--- config.mk ---
export PLATFORM = sky130hd
export DESIGN_NAME = seq_detect_prog
export DESIGN_NICKNAME = d
export VERILOG_FILES = /design/src/rtl/seq_detect_pkg.sv /design/src/rtl/seq_match_cmp.sv /design/src/rtl/seq_detect_prog.sv
export SDC_FILE = /design/constraint.sdc
export NUM_CORES = 1
export LEC_CHECK = 0
export ABC_CLOCK_PERIOD_IN_PS = 7700
export CAP_MARGIN = 10
export CORE_MARGIN = 2
export CORE_UTILIZATION = 40
export CTS_BUF_LIST = sky130_fd_sc_hd__clkbuf_8
export CTS_CLUSTER_DIAMETER = 60
export DETAILED_ROUTE_END_ITERATION = 10
export PLACE_DENSITY_LB_ADDON = 0.25
export REMOVE_ABC_BUFFERS = 1
export SLEW_MARGIN = 10
export SYNTH_ARGS = -nofsm -noshare
export SYNTH_HDL_FRONTEND = slang
export SYNTH_HIERARCHICAL = 1
export SYNTH_SLANG_ARGS = --single-unit
--- constraint.sdc ---
create_clock -name clk -period 7.7 [get_ports clk]
set_clock_uncertainty 0.1 [all_clocks]
set_input_delay 1.54 -clock clk [delete_from_list [all_inputs] [get_ports clk]]
set_output_delay 1.54 -clock clk [all_outputs]
set_load 0.005 [all_outputs]
--- src/rtl/seq_detect_pkg.sv ---
// Shared constants and helpers for the programmable serial sequence detector.
package seq_detect_pkg;

    localparam int DEFAULT_MAX_LEN = 8;
    localparam int DEFAULT_CNT_W   = 8;

    localparam logic OVL_ON  = 1'b1;
    localparam logic OVL_OFF = 1'b0;

    // A length outside 1..max means the detector is disabled.
    function automatic logic len_valid(input int len, input int max);
        return (len >= 1) && (len <= max);
    endfunction

endpackage

--- src/rtl/seq_match_cmp.sv ---
// Combinational pattern comparator: compares the low len bits of the
// updated history against the pattern once enough bits have arrived.
module seq_match_cmp
    import seq_detect_pkg::*;
#(
    parameter int MAX_LEN = DEFAULT_MAX_LEN,
    parameter int LEN_W   = $clog2(MAX_LEN + 1)
) (
    input  logic [MAX_LEN-1:0] hist_n,
    input  logic [MAX_LEN-1:0] pattern_q,
    input  logic [LEN_W-1:0]   len_q,
    input  logic [LEN_W-1:0]   fill_n,
    output logic               match
);

    localparam logic [MAX_LEN:0] ONE = 1;

    logic [MAX_LEN:0]   maskWide;
    logic [MAX_LEN-1:0] mask;

    // One extra bit so that len == MAX_LEN yields an all-ones mask.
    always_comb begin
        maskWide = (ONE << len_q) - ONE;
        mask     = maskWide[MAX_LEN-1:0];
        match    = len_valid(32'(len_q), MAX_LEN)
                   && (fill_n >= len_q)
                   && (((hist_n ^ pattern_q) & mask) == '0);
    end

endmodule

--- src/rtl/seq_detect_prog.sv ---
// Programmable serial sequence detector with run-time pattern, length and
// overlap mode, a one-cycle match pulse and a saturating match counter.
module seq_detect_prog
    import seq_detect_pkg::*;
#(
    parameter int MAX_LEN = DEFAULT_MAX_LEN,
    parameter int CNT_W   = DEFAULT_CNT_W,
    parameter int LEN_W   = $clog2(MAX_LEN + 1)
) (
    input  logic               clk,
    input  logic               reset,
    input  logic               inp_bit,
    input  logic               inp_valid,
    input  logic               cfg_load,
    input  logic [MAX_LEN-1:0] cfg_pattern,
    input  logic [LEN_W-1:0]   cfg_len,
    input  logic               cfg_overlap,
    input  logic               clr_count,
    output logic               seq_seen,
    output logic [CNT_W-1:0]   match_count
);

    localparam logic [LEN_W-1:0] FILL_MAX = LEN_W'(MAX_LEN);
    localparam logic [LEN_W-1:0] FILL_ONE = LEN_W'(1);

    logic [MAX_LEN-1:0] hist_q, hist_d, hist_n;
    logic [LEN_W-1:0]   fill_q, fill_d, fill_n;
    logic [MAX_LEN-1:0] pattern_q, pattern_d;
    logic [LEN_W-1:0]   len_q, len_d;
    logic               overlap_q, overlap_d;
    logic               seen_q, seen_d;
    logic [CNT_W-1:0]   count_q, count_d;
    logic               match;

    assign hist_n = {hist_q[MAX_LEN-2:0], inp_bit};
    assign fill_n = (fill_q >= FILL_MAX) ? FILL_MAX : fill_q + FILL_ONE;

    seq_match_cmp #(
        .MAX_LEN (MAX_LEN),
        .LEN_W   (LEN_W)
    ) u_cmp (
        .hist_n    (hist_n),
        .pattern_q (pattern_q),
        .len_q     (len_q),
        .fill_n    (fill_n),
        .match     (match)
    );

    // Load takes priority over a bit; count clear takes priority over increment.
    always_comb begin
        hist_d    = hist_q;
        fill_d    = fill_q;
        pattern_d = pattern_q;
        len_d     = len_q;
        overlap_d = overlap_q;
        seen_d    = 1'b0;
        count_d   = count_q;
        if (cfg_load) begin
            pattern_d = cfg_pattern;
            len_d     = cfg_len;
            overlap_d = cfg_overlap;
            hist_d    = '0;
            fill_d    = '0;
        end else if (inp_valid) begin
            hist_d = hist_n;
            fill_d = (match && (overlap_q == OVL_OFF)) ? '0 : fill_n;
            seen_d = match;
            if (match && (count_q != '1)) begin
                count_d = count_q + CNT_W'(1);
            end
        end
        if (clr_count) begin
            count_d = '0;
        end
    end

    always_ff @(posedge clk or negedge reset) begin
        if (!reset) begin
            hist_q    <= '0;
            fill_q    <= '0;
            pattern_q <= '0;
            len_q     <= '0;
            overlap_q <= OVL_ON;
            seen_q    <= 1'b0;
            count_q   <= '0;
        end else begin
            hist_q    <= hist_d;
            fill_q    <= fill_d;
            pattern_q <= pattern_d;
            len_q     <= len_d;
            overlap_q <= overlap_d;
            seen_q    <= seen_d;
            count_q   <= count_d;
        end
    end

    assign seq_seen    = seen_q;
    assign match_count = count_q;

endmodule

==> results of run 1 <==
## power groups by stage
| stage | sequential [mW] | clock [mW] | combinational, mW |
|---|---|---|---|
| 4_1_cts | 0.194 | 0.132 | 0.0557 |
| 3_5_place_dp | 0.197 | 0 | 0.0556 |
| 5_1_grt | 0.195 | 0.141 | 0.0616 |
| 6_report | 0.194 | 0.127 | 0.0546 |
| 2_1_floorplan | 0.194 | 0 | 0.0333 |
| 3_3_place_gp | 0.197 | 0 | 0.0537 |
## kinds of logic (layout without fill, tap and decap cells)
| kind of cell | after synthesis | after routing | share of synthesized area [%] |
|---|---|---|---|
| xor+xnor | 10 | 10 | 4.59 |
| compound gates | 28 | 28 | 12.1 |
| flops | 33 | 33 | 43.3 |
| fa+ha+maj | 8 | 8 | 5.25 |
| mux | 27 | 27 | 15.3 |
| buf+inv | 18 | 46 | 4.85 |
| simple gates | 46 | 46 | 14.6 |
## placed cells by master, fill, tap and decap left out, types with 2 or more instances in the layout
cell,count
a22o_1,4
and3_1,3
nand3_1,4
ha_1,8
xor2_1,6
o211ai_1,2
mux2_2,16
nor4_1,2
nand2b_1,3
a21oi_1,5
nand2_1,2
o21ai_0,2
clkdlybuf4s50_1,27
nor2_1,16
dfrtp_1,32
nor2b_1,7
o21a_1,3
xnor2_1,4
clkbuf_8,6
buf_4,2
nor3_1,2
inv_1,11
a211oi_1,3
mux2i_1,10
## flip-flops by register name, summed over array words and instances, names as in the netlist
register,count
fill_q,4
pattern_q,8
seq_seen,1
len_q,4
match_count,8
overlap_q,1
hist_q,7
## cells in the mapped netlist
cell and n:
nor2b_1 7, o21ai_2 1, nand3_1 4, nor2_1 16
dfstp_2 1, xnor2_1 4, and3_1 3, mux2_1 1
nor4_1 2, nand2b_1 3, nor3_1 2, a31oi_1 1
o41ai_1 1, nand2_1 2, buf_6 2, a21oi_1 5
a211o_1 1, nor3b_1 1, a2111oi_4 1, inv_1 10
a211oi_1 3, a2111oi_2 1, or2_2 1, o21ai_0 2
a22o_1 4, o21bai_1 1, o21a_1 3, nand3b_4 1
buf_2 2, o211ai_1 2, ha_1 8, clkbuf_1 2
buf_4 2, dfrtp_1 32, o22ai_1 1, xor2_1 6
or2b_1 1, nor4b_4 1, and4_4 1, a2111o_1 1
mux2i_1 10, mux2_2 16, or4_4 1
## per-layer routing
metal | routed length [um] | GRT usage (%)
met1 | 1560 | 17.9
met2 | 1760 | 22.8
met3 | 119 | 4.83
met4 | 68 | 7.61
met5 | 0 | 0
## cell type report
type	count	area, um2
multi-input combinational	119	988
timing repair buffer	29	285
clock buffer	6	82.6
clock inverter	1	3.75
sequential	33	827
tap	54	67.6
inverter	10	37.5
fill	416	2370
## final timing paths
kind,cells past startpoint,to,startpoint
max in group asynchronous,2,overlap_q$_DFFE_PN1P_,reset
hold reg to reg,1,pattern_q[0]$_DFFE_PN0P_,pattern_q[0]$_DFFE_PN0P_
setup / recovery,7,match_count[0]$_DFFE_PN0P_,inp_bit
min in group asynchronous,2,match_count[0]$_DFFE_PN0P_,reset
hold / removal,1,pattern_q[0]$_DFFE_PN0P_,pattern_q[0]$_DFFE_PN0P_
setup reg to reg,8,match_count[0]$_DFFE_PN0P_,len_q[2]$_DFFE_PN0P_
==> run summary, run 1 <==
status -> finished clean
critical path cell sequence -> clkdlybuf4s50_1 > xor2_1 > a2111o_1 > a2111oi_2 > nand3b_4 > a21oi_1 > mux2_2
final hold violations -> 0
max-capacitance violation count -> 0
Final ANT Viol Nets -> 0
first-pass GRT wire length -> 5.91 mm
core box area -> 4660 um2
Clock Path Buffers -> 2
height of the die -> 73.1 um
Layout area overhead -> 20.1%
Worst-path clk slew -> 0.06 ns
H-tree depth -> 2
Startpoint Class -> input pin
Place WS -> 3.53 ns
Crit Path Max Fanout -> 8
RSZ-0062 raised after global routing -> no
count of final setup violators -> 0
vias in the first global route -> 1,291
Yosys cell types -> 43
CTS root buffer -> clkbuf_8
Syn. warnings -> 6
setup tns final -> 0 ns
routed via count -> 1,336
synthesized cell area -> 1910 um2
die footprint -> 5340 um2
Clock Sinks -> 33
net switching power -> 92.9 uW
clock buffer count from CTS -> 5
placer congestion estimate -> 0.802
Hold Crit Class -> reg2reg
WL final -> 3.51 mm
drc violations -> 0
Seq pwr share -> 51.6%
final global-route overflow total -> 0
pin slew with the least headroom to its limit -> 0.620 ns
post_cts resized -> 0
Syn Inst Count -> 170
Clk Latency, worst-skew pair -> 0.28 ns
Worst path slowest cell -> a2111oi_2
worst endpoint data arrival time -> 3.92 ns
worst vdd ir -> 0.105 mV
final net count -> 225
die boundary width -> 73.1 um
Iteration-0 DRC Markers -> 58
initial antenna violation count -> 0
Slew Limit Fails -> 0
total power -> 376 uW
Combinational Power Share -> 14.5%
area leader, netlist -> dfrtp_1
DR vias/cell -> 5.30
worst setup margin -> 3.84 ns
clock power share -> 33.9%
register area share after synthesis -> 43.3%
post-layout util -> 49.2%
Top Family by Delay on Critical Path -> compound AO/OA/AOI/OAI gates
I/O Buffers -> 27
Fin Hold WS -> 0.433 ns
design area -> 2290 um2
post-layout min period -> 3.86 ns
Internal -> 283 uW
IO Count -> 28
R2R Setup Slk -> 4.12 ns
# diodes -> 0
placed cell area -> 2210 um2
Synth Register Bits -> 33
hpwl dp -> 2.58 mm
Max-Slew Margin vs Limit -> 58.5%
initial core utilization -> 40.9%
CP endpoint kind -> flop
CP max stage delay -> 0.53 ns
setup bufs post-CTS -> 0
Pre-Repair DR Iteration Count -> 4
placed cell count -> 245
CP Class -> in2reg
leakage power -> 1.02 nW
Sw Share -> 24.7%
non-filler instance count after layout -> 252
synth top area cells -> dfrtp_1 (42%), mux2_2 (9.4%), ha_1 (5.2%), mux2i_1 (5.2%), nor2_1 (3.1%)
share of layout cells above drive strength 1 -> 16.7%
Synth top area share -> 42.0%
CTS Hold Bufs -> 0
Final period util -> 50.1%
pwr/cell area -> 164 nW/um2
largest net degree at the start of global routing -> 34
WL/cell -> 13.9 um
Worst Path Required -> 7.76 ns
syn_area_per_cell -> 11.2 um2
CTS tree -> yes
GRT Total Usage -> 14.6%
crit path buf inv count -> 1
Rows -> 25
Max Freq -> 0.259 GHz
Power figures use the tool's default switching activity.
==> run 2: changes to the inputs <==
--- a/config.mk
+++ b/config.mk
@@ -5,7 +5,7 @@
 export SDC_FILE = /design/constraint.sdc
 export NUM_CORES = 1
 export LEC_CHECK = 0
-export ABC_CLOCK_PERIOD_IN_PS = 7700
+export ABC_CLOCK_PERIOD_IN_PS = 3900
 export CAP_MARGIN = 10
 export CORE_MARGIN = 2
 export CORE_UTILIZATION = 40
==> constraint.sdc (replaced) <==
create_clock -name clk -period 3.9 [get_ports clk]
set_clock_uncertainty 0.1 [all_clocks]
set_input_delay 0.78 -clock clk [delete_from_list [all_inputs] [get_ports clk]]
set_output_delay 0.78 -clock clk [all_outputs]
set_load 0.005 [all_outputs]
==> run 2 against run 1 <==
  * First-iteration DRC count shrank 28%
  * Largest cell class unchanged
  * Largest power group unchanged
  * Non-clock buffer count grew 1
  * Routed wire length grew 7.0%
  * Worst hold slack gained 0.0027 ns
  * Die area is the same
  * Cell area grew 2.4%
  * Register-to-register slack lost 3.8 ns
  * Global-route usage grew 1.4 points
  * Highest routed layer unchanged
  * Sequential share of layout area shrank 0.85 points
  * Cell count grew 0.79%
  * Critical path depth grew 1
==> run summary, run 2 (synthesis gave the netlist of run 1 again) <==
net switching power -> 204 uW (+120%)
GRT Total Usage -> 16.1% (+1.4 points)
Hold EP -> pattern_q[7]$_DFFE_PN0P_
post_cts resized -> 0 (unchanged)
final hold violations -> 0 (unchanged)
CTS tree -> yes
Worst-path clk slew -> 0.08 ns (+0.02 ns)
max-capacitance violation count -> 0 (unchanged)
initial core utilization -> 40.9% (unchanged)
Cells on Worst Hold Path -> 1 (unchanged)
CP Class -> reg2reg
R2R Setup Slk -> 0.28 ns (-3.84 ns)
Seq pwr share -> 43.5% (-8.1 points)
Reg2Reg Depth -> 8 (unchanged)
DR vias/cell -> 5.37 (+1.3%)
Worst Setup SP -> len_q[2]$_DFFE_PN0P_
Crit Path Max Fanout -> 11 (+3)
Worst Path Required -> 3.97 ns (-3.79 ns)
count of final setup violators -> 0 (unchanged)
# diodes -> 0 (unchanged)
Internal -> 676 uW (+140%)
post-layout min period -> 3.62 ns
Iteration-0 DRC Markers -> 42 (-28%)
setup bufs post-CTS -> 0 (unchanged)
H-tree depth -> 2 (unchanged)
final global-route overflow total -> 0 (unchanged)
worst endpoint data arrival time -> 3.68 ns (-0.24 ns)
status -> finished clean
die footprint -> 5340 um2 (unchanged)
core box area -> 4660 um2 (unchanged)
Clk Latency, worst-skew pair -> 0.29 ns (about the same)
r2r startpoint -> len_q[2]$_DFFE_PN0P_
RSZ-0062 raised after global routing -> no
initial antenna violation count -> 0 (unchanged)
beginning of the worst hold path -> pattern_q[7]$_DFFE_PN0P_
final net count -> 226 (+0.44%)
IO Count -> 28 (unchanged)
worst vdd ir -> 0.219 mV (+110%)
drc violations -> 0 (unchanged)
largest net degree at the start of global routing -> 34 (unchanged)
Combinational Power Share -> 12.9% (-1.6 points)
routed via count -> 1,364 (+2.1%)
leakage power -> 1.04 nW (+2.4%)
commonest non-fill, non-tap cells in the layout -> dfrtp_1 (32), clkdlybuf4s50_1 (27), nor2_1 (16), mux2_2 (16)
Hold Crit Class -> reg2reg
Max Freq -> 0.277 GHz
CTS root buffer -> clkbuf_8
Startpoint Class -> flop
setup tns final -> 0 ns (unchanged)
Max-Slew Margin vs Limit -> 67.4% (+8.9 points)
die boundary width -> 73.1 um (unchanged)
pwr/cell area -> 375 nW/um2 (+130%)
Rows -> 25 (unchanged)
WL final -> 3.75 mm (+7.0%)
share of layout cells above drive strength 1 -> 18.0% (+1.3 points)
pin slew with the least headroom to its limit -> 0.488 ns (-0.132 ns)
vias in the first global route -> 1,358 (+5.2%)
FF-to-FF End -> match_count[0]$_DFFE_PN0P_
CP endpoint kind -> flop
placer congestion estimate -> 0.805 (+0.30%)
fill count -> 417 (+0.24%)
I/O Buffers -> 27 (unchanged)
first-pass GRT wire length -> 6.53 mm (+11%)
Slew Limit Fails -> 0 (unchanged)
hpwl dp -> 2.73 mm (+5.8%)
Layout area overhead -> 23.0%
clock power share -> 43.6% (+9.7 points)
height of the die -> 73.1 um (unchanged)
Clock Sinks -> 33 (unchanged)
Clock Path Buffers -> 2 (unchanged)
Final period util -> 92.7%
clock buffer count from CTS -> 5 (unchanged)
Pre-Repair DR Iteration Count -> 4 (unchanged)
Sw Share -> 23.2% (-1.5 points)
WL/cell -> 14.8 um (+6.2%)
CTS Hold Bufs -> 0 (unchanged)
commonest non-fill, non-tap cell in the layout -> dfrtp_1
post-layout util -> 50.4% (+1.2 points)
Final ANT Viol Nets -> 0 (unchanged)
run 2: cell count changes in the layout (fill, tap and decap cells not counted), sizes merged:
cell	delta
bufinv	+2
buf	+1
clkbuf	-1
clkinv	+1
inv	-1
run 2: final cells by class:
class	count	area (um2)	area share (%)
Clock buffer	5	68.8	2.93
Multi-Input combinational cell	119	988	42.1
Sequential cell	33	827	35.2
Tap cell	54	67.6	2.88
Inverter	10	37.5	1.60
Timing Repair Buffer	30	293	12.5
Clock inverter	3	65.1	2.77
run 2: worst max-delay path, stage by stage, from the launching register on:
cell and delay (ns):
dfrtp_1 0.53, or4_4 0.61, ha_1 0.30, xor2_1 0.19, a2111o_1 0.40, a2111oi_2 0.49
nand3b_4 0.21, a21oi_1 0.29, mux2_2 0.37
run 2: through the flow:
step           setup WS [ns]  cells  area (um2)  hold slack [ns]  total power, mW
2_1_floorplan          0.619    162        1850            0.384            0.449
3_3_place_gp           0.478    246        2210            0.411            0.496
3_5_place_dp           0.312    246        2210            0.427            0.503
4_1_cts                0.278    254        2350            0.443            0.889
5_1_grt                0.136    254        2350            0.468            0.918
6_report               0.285    254        2350            0.436            0.880
run 2: how the worst max path moves through the flow:
stage / end / slack, ns
floorplan: match_count[0]$_DFFE_PN0P_ / 0.62
global placement: match_count[0]$_DFFE_PN0P_ / 0.48
detailed placement: match_count[0]$_DFFE_PN0P_ / 0.31
CTS: match_count[0]$_DFFE_PN0P_ / 0.28
global route: match_count[0]$_DFFE_PN0P_ / 0.14
finish: match_count[0]$_DFFE_PN0P_ / 0.28
run 2: power by group through the flow:
stage          Clock (mW)  Combinational, mW  Sequential [mW]
4_1_cts             0.392              0.114            0.383
3_3_place_gp            0              0.109            0.387
3_5_place_dp            0              0.114            0.389
6_report            0.383              0.114            0.383
2_1_floorplan           0             0.0657            0.383
5_1_grt             0.407              0.126            0.385
run 2: layer usage:
metal	track usage, %	vias to the layer above	routed length [um]
li1	-	659	-
met5	0	-	0
met1	20.4	663	1720
met2	25.7	36	1820
met4	6.79	0	66
met3	4.28	6	145
==> run 3: changes to the inputs <==
--- a/config.mk
+++ b/config.mk
@@ -5,7 +5,7 @@
 export SDC_FILE = /design/constraint.sdc
 export NUM_CORES = 1
 export LEC_CHECK = 0
-export ABC_CLOCK_PERIOD_IN_PS = 3900
+export ABC_CLOCK_PERIOD_IN_PS = 4100
 export CAP_MARGIN = 10
 export CORE_MARGIN = 2
 export CORE_UTILIZATION = 40
==> constraint.sdc (replaced) <==
create_clock -name clk -period 4.1 [get_ports clk]
set_clock_uncertainty 0.1 [all_clocks]
set_input_delay 0.82 -clock clk [delete_from_list [all_inputs] [get_ports clk]]
set_output_delay 0.82 -clock clk [all_outputs]
set_load 0.005 [all_outputs]
==> run 3 against run 2 <==
  * Routed wire length decreased by 1.6%
  * Clock-buffer cell count unchanged
  * Clock power shrank 36%
  * Sequential power fell by 5%
  * Worst setup slack improved by 0.20 ns
  * Worst hold slack improved by 0.0014 ns
  * Register-to-register slack improved by 0.20 ns
  * Flip-flop and latch count did not move
  * Power is 19% lower
  * Largest power group unchanged
  * Via count decreased by 1.9%
  * Fmax about the same
  * Cell count down 0.39%
==> run summary, run 3 (synthesis gave the netlist of run 1 again) <==
Place WS -> 0.517 ns (+0.206 ns)
Slew Limit Fails -> 0 (unchanged)
status -> finished clean
max-capacitance violation count -> 0 (unchanged)
clock buffer count from CTS -> 5 (unchanged)
worst endpoint data arrival time -> 3.68 ns (about the same)
drc violations -> 0 (unchanged)
GRT Total Usage -> 15.5% (-0.55 points)
IO Count -> 28 (unchanged)
worst vdd ir -> 0.235 mV (+7.7%)
commonest non-fill, non-tap cells in the layout -> dfrtp_1 (32), clkdlybuf4s50_1 (27), nor2_1 (16), mux2_2 (16)
non-filler instance count after layout -> 253 (-0.39%)
die footprint -> 5340 um2 (unchanged)
Startpoint Class -> flop
CTS tree -> yes
H-tree depth -> 2 (unchanged)
Final period util -> 88.2% (-4.5 points)
setup tns final -> 0 ns (unchanged)
post_cts resized -> 0 (unchanged)
commonest non-fill, non-tap cell in the layout -> dfrtp_1
CP Class -> reg2reg
I/O Buffers -> 27 (unchanged)
Clock Sinks -> 33 (unchanged)
# diodes -> 0 (unchanged)
Max-Slew Margin vs Limit -> 54.4% (-13 points)
Pre-Repair DR Iteration Count -> 4 (unchanged)
initial core utilization -> 40.9% (unchanged)
WL final -> 3.69 mm (-1.6%)
Iteration-0 DRC Markers -> 32 (-24%)
initial antenna violation count -> 0 (unchanged)
largest net degree at the start of global routing -> 34 (unchanged)
hpwl dp -> 2.70 mm (-1.2%)
Max Freq -> 0.277 GHz (about the same)
CTS Hold Bufs -> 0 (unchanged)
worst setup margin -> 0.485 ns (+0.200 ns)
placed cell count -> 245 (-0.41%)
final net count -> 225 (-0.44%)
pin slew with the least headroom to its limit -> 0.682 ns (+0.194 ns)
final global-route overflow total -> 0 (unchanged)
Clock Path Buffers -> 2 (unchanged)
RSZ-0062 raised after global routing -> no
height of the die -> 73.1 um (unchanged)
share of layout cells above drive strength 1 -> 17.6% (-0.41 points)
pwr/cell area -> 311 nW/um2 (-17%)
placer congestion estimate -> 0.787 (-2.2%)
post-layout min period -> 3.62 ns (-0.0000190 ns)
Crit Path Max Fanout -> 11 (unchanged)
Worst Path Required -> 4.16 ns (+0.19 ns)
first-pass GRT wire length -> 6.27 mm (-4.0%)
DR vias/cell -> 5.29 (-1.5%)
R2R Setup Slk -> 0.48 ns (+0.20 ns)
Layout area overhead -> 20.4%
count of final setup violators -> 0 (unchanged)
vias in the first global route -> 1,329 (-2.1%)
Rows -> 25 (unchanged)
Final ANT Viol Nets -> 0 (unchanged)
Hold Crit Class -> reg2reg
final hold violations -> 0 (unchanged)
setup bufs post-CTS -> 0 (unchanged)
CP endpoint kind -> flop
WL/cell -> 14.6 um (-1.2%)
leakage power -> 1.01 nW (-3.5%)
die boundary width -> 73.1 um (unchanged)
core box area -> 4660 um2 (unchanged)
CTS root buffer -> clkbuf_8
Clk Latency, worst-skew pair -> 0.29 ns (about the same)
Worst-path clk slew -> 0.08 ns (about the same)
routed via count -> 1,338 (-1.9%)
## run 3: layer usage
layer	wire (um)	up-vias	global-route usage (%)
met5	0	-	0
met4	59	0	5.97
met2	1820	28	23.9
met3	129	6	4.70
li1	-	657	-
met1	1680	647	20.4
## run 3: power by group
part,internal (mW),switching (mW),total (mW)
Clock,0.119,0.126,0.245
Combinational,0.0589,0.0460,0.105
Sequential,0.342,0.0221,0.364
Total,0.520,0.194,0.714
## run 3: area by class of cell
type                    count  area [um2]
fillers                   420        2360
multi-input cells         119         988
flip-flops and latches     33         827
repair buffers             29         285
clock buffers               5        68.8
well taps                  54        67.6
inverters                  10        37.5
clock inverters             3        22.5
## run 3: critical path, cell delays in order, from the launching register on
cell and delay, ns:
dfrtp_1 0.52, or4_4 0.60, ha_1 0.29, xor2_1 0.19, a2111o_1 0.38, a2111oi_2 0.54
nand3b_4 0.21, a21oi_1 0.29, mux2_2 0.37
## run 3: final timing paths
path / start / to / cells past startpoint
min: pattern_q[2]$_DFFE_PN0P_ / pattern_q[2]$_DFFE_PN0P_ / 1
min reg2reg: pattern_q[2]$_DFFE_PN0P_ / pattern_q[2]$_DFFE_PN0P_ / 1
max reg2reg: len_q[2]$_DFFE_PN0P_ / match_count[0]$_DFFE_PN0P_ / 8
min in group asynchronous: reset / pattern_q[3]$_DFFE_PN0P_ / 2
max: len_q[2]$_DFFE_PN0P_ / match_count[0]$_DFFE_PN0P_ / 8
max in group asynchronous: reset / overlap_q$_DFFE_PN1P_ / 2
## run 3: stage by stage
step	hold WS (ns)	power [mW]	util, %	cell area (um2)
global route	0.462	0.754	49.3	2300
CTS	0.443	0.726	49.3	2300
finish	0.437	0.714	49.3	2300
detailed placement	0.425	0.476	47.3	2210
floorplan	0.401	0.427	-	1850
global placement	0.412	0.471	47.3	2210
